[src/rtl/rs_symbol_delay_fifo_if.sv]
// Symbol stream bundle for the RS delay FIFO: ready/valid input side, ready/valid output side,
// each symbol tagged with end-of-codeword.
interface rs_symbol_delay_fifo_if #(
  parameter int unsigned WIDTH = 8
);
  logic             in_valid;
  logic             in_ready;
  logic [WIDTH-1:0] in_data;
  logic             in_eop;
  logic             out_valid;
  logic             out_ready;
  logic [WIDTH-1:0] out_data;
  logic             out_eop;

  modport master (
    output in_valid, in_data, in_eop, out_ready,
    input  in_ready, out_valid, out_data, out_eop
  );

  modport slave (
    input  in_valid, in_data, in_eop, out_ready,
    output in_ready, out_valid, out_data, out_eop
  );
endinterface

[src/rtl/rs_symbol_delay_fifo.sv]
// Self-addressing symbol delay line for the RS decoder: holds symbols until a fill threshold is
// reached or a whole codeword is present, then streams them out through a registered RAM read.
module rs_symbol_delay_fifo #(
  parameter int unsigned WIDTH  = 8,
  parameter int unsigned ADDR_W = 8
) (
  input  logic                  clock,
  input  logic                  reset,
  input  logic                  flush,
  input  logic [ADDR_W:0]       cfg_delay,
  rs_symbol_delay_fifo_if.slave bus,
  output logic [ADDR_W:0]       count
);
  localparam int unsigned DEPTH = 1 << ADDR_W;
  localparam int unsigned CntW  = ADDR_W + 1;
  localparam logic [ADDR_W:0] DepthCnt = {1'b1, {ADDR_W{1'b0}}};

  typedef enum logic [0:0] {StFill, StStream} state_e;

  state_e            state_q, state_d;
  logic [ADDR_W-1:0] wp_q, wp_d, rp_q, rp_d;
  logic [ADDR_W:0]   count_q, count_d;
  logic [ADDR_W:0]   eop_cnt_q, eop_cnt_d;
  logic [ADDR_W:0]   thr_q, thr_d;
  logic              out_valid_q, out_valid_d;
  logic [WIDTH-1:0]  out_data_q;
  logic              out_eop_q;

  logic [WIDTH:0]    mem [DEPTH];
  logic [DEPTH-1:0]  eop_tag;

  logic [ADDR_W:0]   cfg_thr;
  logic              in_ready_s;
  logic              wr_en, rd_en, rd_eop;
  logic              go_stream, streaming;

  always_comb begin
    cfg_thr    = (cfg_delay > DepthCnt) ? DepthCnt : cfg_delay;
    in_ready_s = count_q < DepthCnt;
    wr_en      = bus.in_valid && in_ready_s && !flush;

    // Leaving FILL takes effect in the same cycle so a symbol can be read one clock after it lands.
    go_stream  = (count_q != '0) && ((count_q >= thr_q) || (eop_cnt_q != '0));
    streaming  = (state_q == StStream) || go_stream;
    rd_en      = streaming && (count_q != '0) && (!out_valid_q || bus.out_ready) && !flush;
    rd_eop     = eop_tag[rp_q];

    wp_d      = wp_q + ADDR_W'(wr_en);
    rp_d      = rp_q + ADDR_W'(rd_en);
    count_d   = count_q + CntW'(wr_en) - CntW'(rd_en);
    eop_cnt_d = eop_cnt_q + CntW'(wr_en && bus.in_eop) - CntW'(rd_en && rd_eop);

    state_d = streaming ? StStream : StFill;
    thr_d   = thr_q;
    if (rd_en && rd_eop && (eop_cnt_d == '0)) begin
      state_d = StFill;
      thr_d   = cfg_thr;
    end

    out_valid_d = out_valid_q;
    if (rd_en) begin
      out_valid_d = 1'b1;
    end else if (bus.out_ready) begin
      out_valid_d = 1'b0;
    end

    if (flush) begin
      wp_d        = '0;
      rp_d        = '0;
      count_d     = '0;
      eop_cnt_d   = '0;
      state_d     = StFill;
      thr_d       = cfg_thr;
      out_valid_d = 1'b0;
    end
  end

  always_ff @(posedge clock) begin
    if (reset) begin
      state_q     <= StFill;
      wp_q        <= '0;
      rp_q        <= '0;
      count_q     <= '0;
      eop_cnt_q   <= '0;
      thr_q       <= cfg_thr;
      out_valid_q <= 1'b0;
    end else begin
      state_q     <= state_d;
      wp_q        <= wp_d;
      rp_q        <= rp_d;
      count_q     <= count_d;
      eop_cnt_q   <= eop_cnt_d;
      thr_q       <= thr_d;
      out_valid_q <= out_valid_d;
    end
  end

  // eop bits are mirrored in flops so the FSM can see the tag of the entry being read this cycle.
  always_ff @(posedge clock) begin
    if (wr_en) begin
      mem[wp_q]     <= {bus.in_eop, bus.in_data};
      eop_tag[wp_q] <= bus.in_eop;
    end
  end

  // The RAM read port register doubles as the output register.
  always_ff @(posedge clock) begin
    if (reset || flush) begin
      out_data_q <= '0;
      out_eop_q  <= 1'b0;
    end else if (rd_en) begin
      {out_eop_q, out_data_q} <= mem[rp_q];
    end
  end

  assign bus.in_ready  = in_ready_s;
  assign bus.out_valid = out_valid_q;
  assign bus.out_data  = out_data_q;
  assign bus.out_eop   = out_eop_q;
  assign count         = count_q;
endmodule

[src/flat_wrapper.sv]
// flat-port wrapper written by rule: the top's interface ports become plain ports
module rs_symbol_delay_fifo_flat 
#(
  parameter int unsigned WIDTH  = 8,
  parameter int unsigned ADDR_W = 8
)
  (clock, reset, flush, cfg_delay, count, bus_in_valid, bus_in_data, bus_in_eop, bus_out_ready, bus_in_ready, bus_out_valid, bus_out_data, bus_out_eop);
  rs_symbol_delay_fifo_if #(.WIDTH(WIDTH)) bus_i ();
  input  logic clock;
  input  logic reset;
  input  logic flush;
  input  logic [ADDR_W:0] cfg_delay;
  output logic [ADDR_W:0] count;
  input wire logic [$bits(bus_i.in_valid)-1:0] bus_in_valid;
  input wire logic [$bits(bus_i.in_data)-1:0] bus_in_data;
  input wire logic [$bits(bus_i.in_eop)-1:0] bus_in_eop;
  input wire logic [$bits(bus_i.out_ready)-1:0] bus_out_ready;
  output wire logic [$bits(bus_i.in_ready)-1:0] bus_in_ready;
  output wire logic [$bits(bus_i.out_valid)-1:0] bus_out_valid;
  output wire logic [$bits(bus_i.out_data)-1:0] bus_out_data;
  output wire logic [$bits(bus_i.out_eop)-1:0] bus_out_eop;
  assign bus_i.in_valid = bus_in_valid;
  assign bus_i.in_data = bus_in_data;
  assign bus_i.in_eop = bus_in_eop;
  assign bus_i.out_ready = bus_out_ready;
  assign bus_in_ready = bus_i.in_ready;
  assign bus_out_valid = bus_i.out_valid;
  assign bus_out_data = bus_i.out_data;
  assign bus_out_eop = bus_i.out_eop;
  rs_symbol_delay_fifo #(.WIDTH(WIDTH), .ADDR_W(ADDR_W)) u_core (.clock(clock), .reset(reset), .flush(flush), .cfg_delay(cfg_delay), .bus(bus_i), .count(count));
endmodule
[config.mk]
export PLATFORM = sky130hd
export DESIGN_NAME = rs_symbol_delay_fifo_flat
export DESIGN_NICKNAME = d
export VERILOG_FILES = /design/src/rtl/rs_symbol_delay_fifo_if.sv /design/src/rtl/rs_symbol_delay_fifo.sv /design/src/flat_wrapper.sv
export SDC_FILE = /design/constraint.sdc
export NUM_CORES = 2
export LEC_CHECK = 0
export ABC_AREA = 1
export CORE_ASPECT_RATIO = 1.5
export CORE_MARGIN = 8
export CORE_UTILIZATION = 30
export CTS_CLUSTER_SIZE = 30
export DETAILED_ROUTE_END_ITERATION = 8
export DONT_BUFFER_PORTS = 1
export GPL_ROUTABILITY_DRIVEN = 0
export PLACE_DENSITY = 0.41
export SLEW_MARGIN = 0
export SYNTH_ARGS = -nofsm -noshare
export SYNTH_HDL_FRONTEND = slang
export SYNTH_SLANG_ARGS = --single-unit
[constraint.sdc]
create_clock -name clock -period 7.1 [get_ports clock]
set_input_delay 1.42 -clock clock [delete_from_list [all_inputs] [get_ports clock]]
set_output_delay 1.42 -clock clock [all_outputs]
set_load 0.01 [all_outputs]
# --- Word-level counts from Yosys, hierarchy flattened ---
# Memory sizes are Yosys's and may differ from the RTL's. A register that Yosys moved wholly into a read port is not among the register bits.
# Cells that the tools add are included.
classes:
  add_sub_neg: 6
  n_mux: 14
  n_reduce_logical: 23
  order_cmp: 6
ops:
  columns: ["operator", "n"]
  rows:
  - ["bitwise mux 256 bit", 1]
  - ["two-way mux 9 bit", 4]
  - ["adder 9 x 1 -> 9 bit", 2]
  - ["less-than comparator 8 x 9 -> 1 bit (second input constant)", 2]
  - ["nonzero test 9 bit", 2]
  - ["subtractor 9 x 1 -> 9 bit", 2]
  - ["adder 8 x 1 -> 8 bit", 2]
  - ["logical AND 1 bit", 10]
  - ["greater-or-equal comparator 9 bit", 1]
  - ["greater-than comparator 9 bit (second input constant)", 1]
  - ["logical NOT 9 bit", 1]
  - ["less-than comparator 9 bit (second input constant)", 1]
  - ["binary-select mux 1 bit (select 8 bit)", 1]
  - ["demux 1 bit (select 8 bit)", 1]
  - ["greater-or-equal comparator 8 x 1 -> 1 bit (second input constant)", 1]
  - ["two-way mux 1 bit", 7]
  - ["logical OR 1 bit", 4]
  - ["nonzero test 3 bit", 1]
  - ["OR reduction 3 bit", 1]
  - ["logical NOT 1 bit", 2]
  - ["nonzero test 2 bit", 1]
  - ["OR reduction 2 bit", 1]
word_totals:
  mem_bits_rw: 2304
  out_inout_bits: 20
  in_bits: 23
  ff_bits: 301
  elab_cells: 58
  mem_count: 1
mem_list:
  columns: ["name", "words", "word_bits", "rd", "rd_clocked_by_memory_dff", "wr", "line_no", "rtl"]
  rows:
  - ["u_core.mem", 256, 9, 1, 1, 1, "rs_symbol_delay_fifo.sv:29", "logic [WIDTH:0] mem [DEPTH];"]

# --- Depth between registers and ports, before layout ---
depth:
  depth_word: 14
  mapped_depth: 36
  ltp_nobuf: 32

# --- Worst setup path before layout ---
# OpenSTA, ideal clock, no wires.
synth_path:
  path_type: "input to register"
  startpoint: "input bus_out_ready"
  endpoint: "register u_core.thr_q[0] (enable)"
  path_stages: 21
  setup_slack_ns: 2.733
  required_ns: 6.762
  setup_time_ns: 0.338
  arrival_ns: 4.029
  n_path_buf: 1
  cell_sequence: "inv_1 > nand2_1 > nand3_1 > nor2_1 > buf_2 > nand2_1 > inv_1 > ha_1 > inv_1 > ha_1 > inv_1 > fa_1 > nand3b_1 > nand2_1 > a21oi_1 > o21ai_0 > xor2_1 > nand3_1 > nor2_1 > nand3_1 > nand2_1"
synth_via:
  elab_chain_cells: 8
synth_lines:
  columns: ["element", "line_no", "rtl"]
  rows:
  - ["from (decl)", "flat_wrapper.sv:17", "input wire logic [$bits(bus_i.out_ready)-1:0] bus_out_ready;"]
  - ["logical OR 1 bit *", "rs_symbol_delay_fifo.sv:45", "rd_en = streaming && (count_q != '0) && (!out_valid_q || bus.out_ready) && !flush;"]
  - ["logical AND 1 bit * (2 in series)", "rs_symbol_delay_fifo.sv:45", null]
  - ["via u_core.rd_en", "rs_symbol_delay_fifo.sv:34", "logic wr_en, rd_en, rd_eop;"]
  - ["logical AND 1 bit *", "rs_symbol_delay_fifo.sv:51, rs_symbol_delay_fifo.sv:55", null]
  - ["subtractor 9 x 1 -> 9 bit", "rs_symbol_delay_fifo.sv:51", "eop_cnt_d = eop_cnt_q + CntW'(wr_en && bus.in_eop) - CntW'(rd_en && rd_eop);"]
  - ["logical NOT 9 bit", "rs_symbol_delay_fifo.sv:55", "if (rd_en && rd_eop && (eop_cnt_d == '0)) begin"]
  - ["logical AND 1 bit *", "rs_symbol_delay_fifo.sv:55", null]
  - ["nonzero test 3 bit (no line) *", null, null]
  - ["to (signal assigned)", "rs_symbol_delay_fifo.sv:85", "thr_q <= cfg_thr;"]
  - ["to (signal assigned)", "rs_symbol_delay_fifo.sv:93", "thr_q <= thr_d;"]
  - ["to (decl)", "rs_symbol_delay_fifo.sv:24", "logic [ADDR_W:0] thr_q, thr_d;"]
# Mark *: on every way through the listed nets, which the timed path passes. The rest lies on a longest branch.
# A chain may end at the register's enable or synchronous reset.

# --- Worst setup path in the final report ---
layout_path:
  startpoint: "register u_core.rp_q[0]"
  endpoint: "register u_core.thr_q[1] (enable)"
layout_via:
  elab_chain_cells: 7
layout_lines:
  columns: ["element", "line_no", "rtl"]
  rows:
  - ["from (decl)", "rs_symbol_delay_fifo.sv:21", "logic [ADDR_W-1:0] wp_q, wp_d, rp_q, rp_d;"]
  - ["from (signal assigned)", "rs_symbol_delay_fifo.sv:90", "rp_q <= rp_d;"]
  - ["binary-select mux 1 bit (select 8 bit) *", "rs_symbol_delay_fifo.sv:46", "rd_eop = eop_tag[rp_q];"]
  - ["two-way mux 1 bit (not written as such) *", "rs_symbol_delay_fifo.sv:46", null]
  - ["logical AND 1 bit *", "rs_symbol_delay_fifo.sv:51, rs_symbol_delay_fifo.sv:55", null]
  - ["subtractor 9 x 1 -> 9 bit", "rs_symbol_delay_fifo.sv:51", null]
  - ["logical NOT 9 bit", "rs_symbol_delay_fifo.sv:55", null]
  - ["logical AND 1 bit *", "rs_symbol_delay_fifo.sv:55", null]
  - ["nonzero test 3 bit (no line) *", null, null]
# Mark *: on every way between the ends. The rest lies on a longest branch, timed or not. The select of a mux whose other input is x is not followed.

==> summary.md <==
| Metric | Value |
|---|---|
| F_max | about 160 MHz |
| Max VDD drop | approximately 0.26 mV |
| Sequential share of power | a little under half |
| Crit path arrival time | between 6 and 7 ns |
| Clk pin slew, worst setup/hold paths | 0.07 ns |
| CTS H-tree lvls | 4 |
| DR vias | around 60,000 |
| Most common cell after layout, fill and taps aside | edfxtp_1 |
| Placed Cells | between 10,000 and 15,000 |
| Cell mode on critical path | nand2_1 |
| Largest net degree at the start of global routing | around 260 |
| 1st-pass router iterations | 5 |
| Post-CTS Resized | 0 |
| Ys Warns | 0 |
| Port Buffers | 0 |
| Post-synth EDFFs | 2,313 |
| Sw Ratio | approximately 27% |
| Area growth syn-to-layout | 11.9% |
| Failing checks | slew limit |
| CP required | approximately 7.6 ns |
| Gr usage total | ~18% |
| CTS Buf Count | roughly 240 |
| Clock Tree Buf Depth | 4 |
| DIE AREA | between 300,000 and 400,000 um^2 |
| NetSw | around 0.0087 W |
| CP Launch Type | flip-flop |
| Cell accounting for the most synthesized area | edfxtp_1 |
| Max-cap violation count | 0 |
| Synth cell types | 35 |
| Clock Root Buffer | clkbuf_16 |
| Grt ovf | 0 |
| Die height | slightly above 700 um |
| Worst path slowest cell | dfxtp_4 |
| Vias per Instance | ~5.0 |
| Crit path max fanout | 185 |
| TritonCTS clock tree | yes |
| Gate Count Post-Synth | approximately 7,900 |
| Routed wire length per instance | 26.2 um |
| Ys flop type | edfxtp_1 |
| Avg Cell Area, Syn | 12.2 um^2 |
| Post-route ant nets | 0 |
| Setup slack, reg-to-reg | between 0.8 and 0.9 ns |
| Ys async rst share | 0% |
| Starting DRC count in detailed routing | approximately 5,200 |
| Endpoint class of the critical path | flip-flop |
| Hold Fails Final Rpt | 0 |
| Final wirelength | between 300,000 and 400,000 um |
| Number of synthesized register bits | ~2,400 |
| Clock skew | 0.0641 ns |
| Slew Viols, Final | 25 |
| Final setup fails | 0 |
| Layout cells sized above 1 | ~6.4% |
| Initial antenna violation count | 10 |
| Top post-synthesis cells by area | edfxtp_1 (72%), nor2_1 (7.0%), o21ai_0 (5.3%) |
| Vias in the first global route | about 62,000 |
| Syn_nets | a little under 8,000 |
| Post-DP HPWL | 181,000 um |
| Crit path time final | ~6.3 ns |
| Die W | 478 um |
| Std-Cell Core Area | ~320,000 um^2 |
| Most frequent cells in the layout | edfxtp_1 (2,313), nor2_1 (1,790), o21ai_0 (1,008), nand2_1 (698), nand3_1 (408) |
| Site Rows | ~250 |
| Final period utilization | between 80% and 90% |
| Setup Crit Path Kind | reg2reg |
| Int Pwr | roughly 0.023 W |
| Clock Power Share | between 30% and 40% |
| RSZ-0062 raised after global routing | no |
| Final TNS setup | 0 ns |
| Max_slew headroom | -1.48% |
| Register area share after synthesis | roughly 73% |
| First-pass GRT wire length | roughly 450,000 um |
| Initial Util | between 30% and 40% |
| Combinational Power Share | a little over an eighth |
| IO Count | 43 |
| Leakage | approximately 35 nW |
| DRC viols | 0 |
| Sink Count | around 2,400 |
| Worst stage delay on the critical path | between 0.5 and 0.6 ns |
| Top-area cell type share of the netlist area | about 72% |
| Status | complete, but fails checks |
| Fin worst setup slack | roughly 0.85 ns |
| Post-CTS setup-driven buffer insertion count | 0 |
| Post-Layout Cell Count | 12,100 |
| Worst-margin pin slew | approximately 1.5 ns |
| Hold Crit Class | reg2reg |
| CTS Hold Bufs | 0 |
| Worst skew pair latency | ~0.92 ns |
| Place WS | 0.916 ns |
| Post-Syn Area | around 96,000 um^2 |
| P per Cell Area | 300 nW/um^2 |
| Final nets | slightly below 8,000 |
==> kinds of logic after synthesis <==
group	count (synthesis)	share of synthesized area, %
compound gates	1738	10.0
xor+xnor	10	0.0913
fa+ha+maj	39	0.524
buf+inv	784	3.84
flops	2358	73.4
simple gates	2948	12.2
==> area by class of cell <==
class / instances / area, um^2
multi-input cells: 4735 / 21900
clock buffers: 306 / 6360
repair buffers: 142 / 1300
inverters: 258 / 1020
clock inverters: 110 / 1040
fillers: 31500 / 211000
well taps: 4224 / 5290
flip-flops and latches: 2358 / 70400
diodes: 5 / 12.5
==> state kept, by name, summed over array words and instances (netlist names) <==
signal                count
u_core.wp_q               8
u_core.bus.out_eop        1
u_core.rp_q               8
u_core.eop_tag          255
u_core.bus.out_valid      1
u_core.count              9
u_core.bus.out_data       8
u_core.thr_q              9
u_core.mem             2049
u_core.state_q            1
u_core.eop_cnt_q          9
==> synth_stat cells, types with 2 or more instances <==
master    count
xnor2_1       3
nand2_1     713
o21ai_1     123
buf_1        35
buf_2       125
clkbuf_1    258
nor2_1     1794
nand4_1       9
dfxtp_1      45
o211ai_1    266
o21ai_0    1008
nand3_1     408
nor3_1        8
inv_1       252
ha_1         37
buf_6        44
a21oi_1     144
edfxtp_1   2313
xor2_1        7
buf_4        62
nand3b_1      5
o22ai_1     188
clkinv_1      5
or2_2        10
fa_1          2
o221ai_1      4
==> power groups by stage <==
stage                     sequential, W  combinational, W  clock, W
after floorplan                  0.0157           0.00297         0
after global placement           0.0157           0.00431         0
final                            0.0154           0.00428    0.0124
after CTS                        0.0154           0.00432    0.0127
after detailed placement         0.0157           0.00431         0
after global routing             0.0154           0.00474    0.0132
==> critical path: cells and delay by family (launching register included) <==
family,cells,cell delay [ns]
AO/OA/AOI/OAI,3,0.41
XOR/XNOR,1,0.22
adder cells (fa/ha/maj),3,0.85
buffers and inverters,5,1.13
flip-flops,1,0.57
AND/OR/NAND/NOR,16,2.53
==> layer usage <==
| metal | GRT usage, % | wire [um] |
|---|---|---|
| met5 | 0 | 13 |
| met4 | 6.92 | 13700 |
| met3 | 1.86 | 11400 |
| met2 | 33.0 | 164000 |
| met1 | 21.9 | 129000 |
==> through the flow <==
stage	util, %	total power (W)	hold WS (ns)	instance area, um^2
global placement	31.3	0.0200	0.465	99900
floorplan	-	0.0187	0.439	95900
detailed placement	31.3	0.0201	0.487	99900
CTS	33.7	0.0325	0.504	107000
finish	33.7	0.0321	0.497	107000
global route	33.7	0.0334	0.522	107000
==> final timing paths <==
path / start / end / depth (start not counted)
worst min-delay path: u_core.state_q / u_core.state_q / 2
worst max-delay path: u_core.rp_q[0] / u_core.thr_q[1] / 28
worst max register to register: u_core.rp_q[0] / u_core.thr_q[1] / 28
worst min register to register: u_core.state_q / u_core.state_q / 2
No activity file was read; power rests on OpenSTA's default activity.
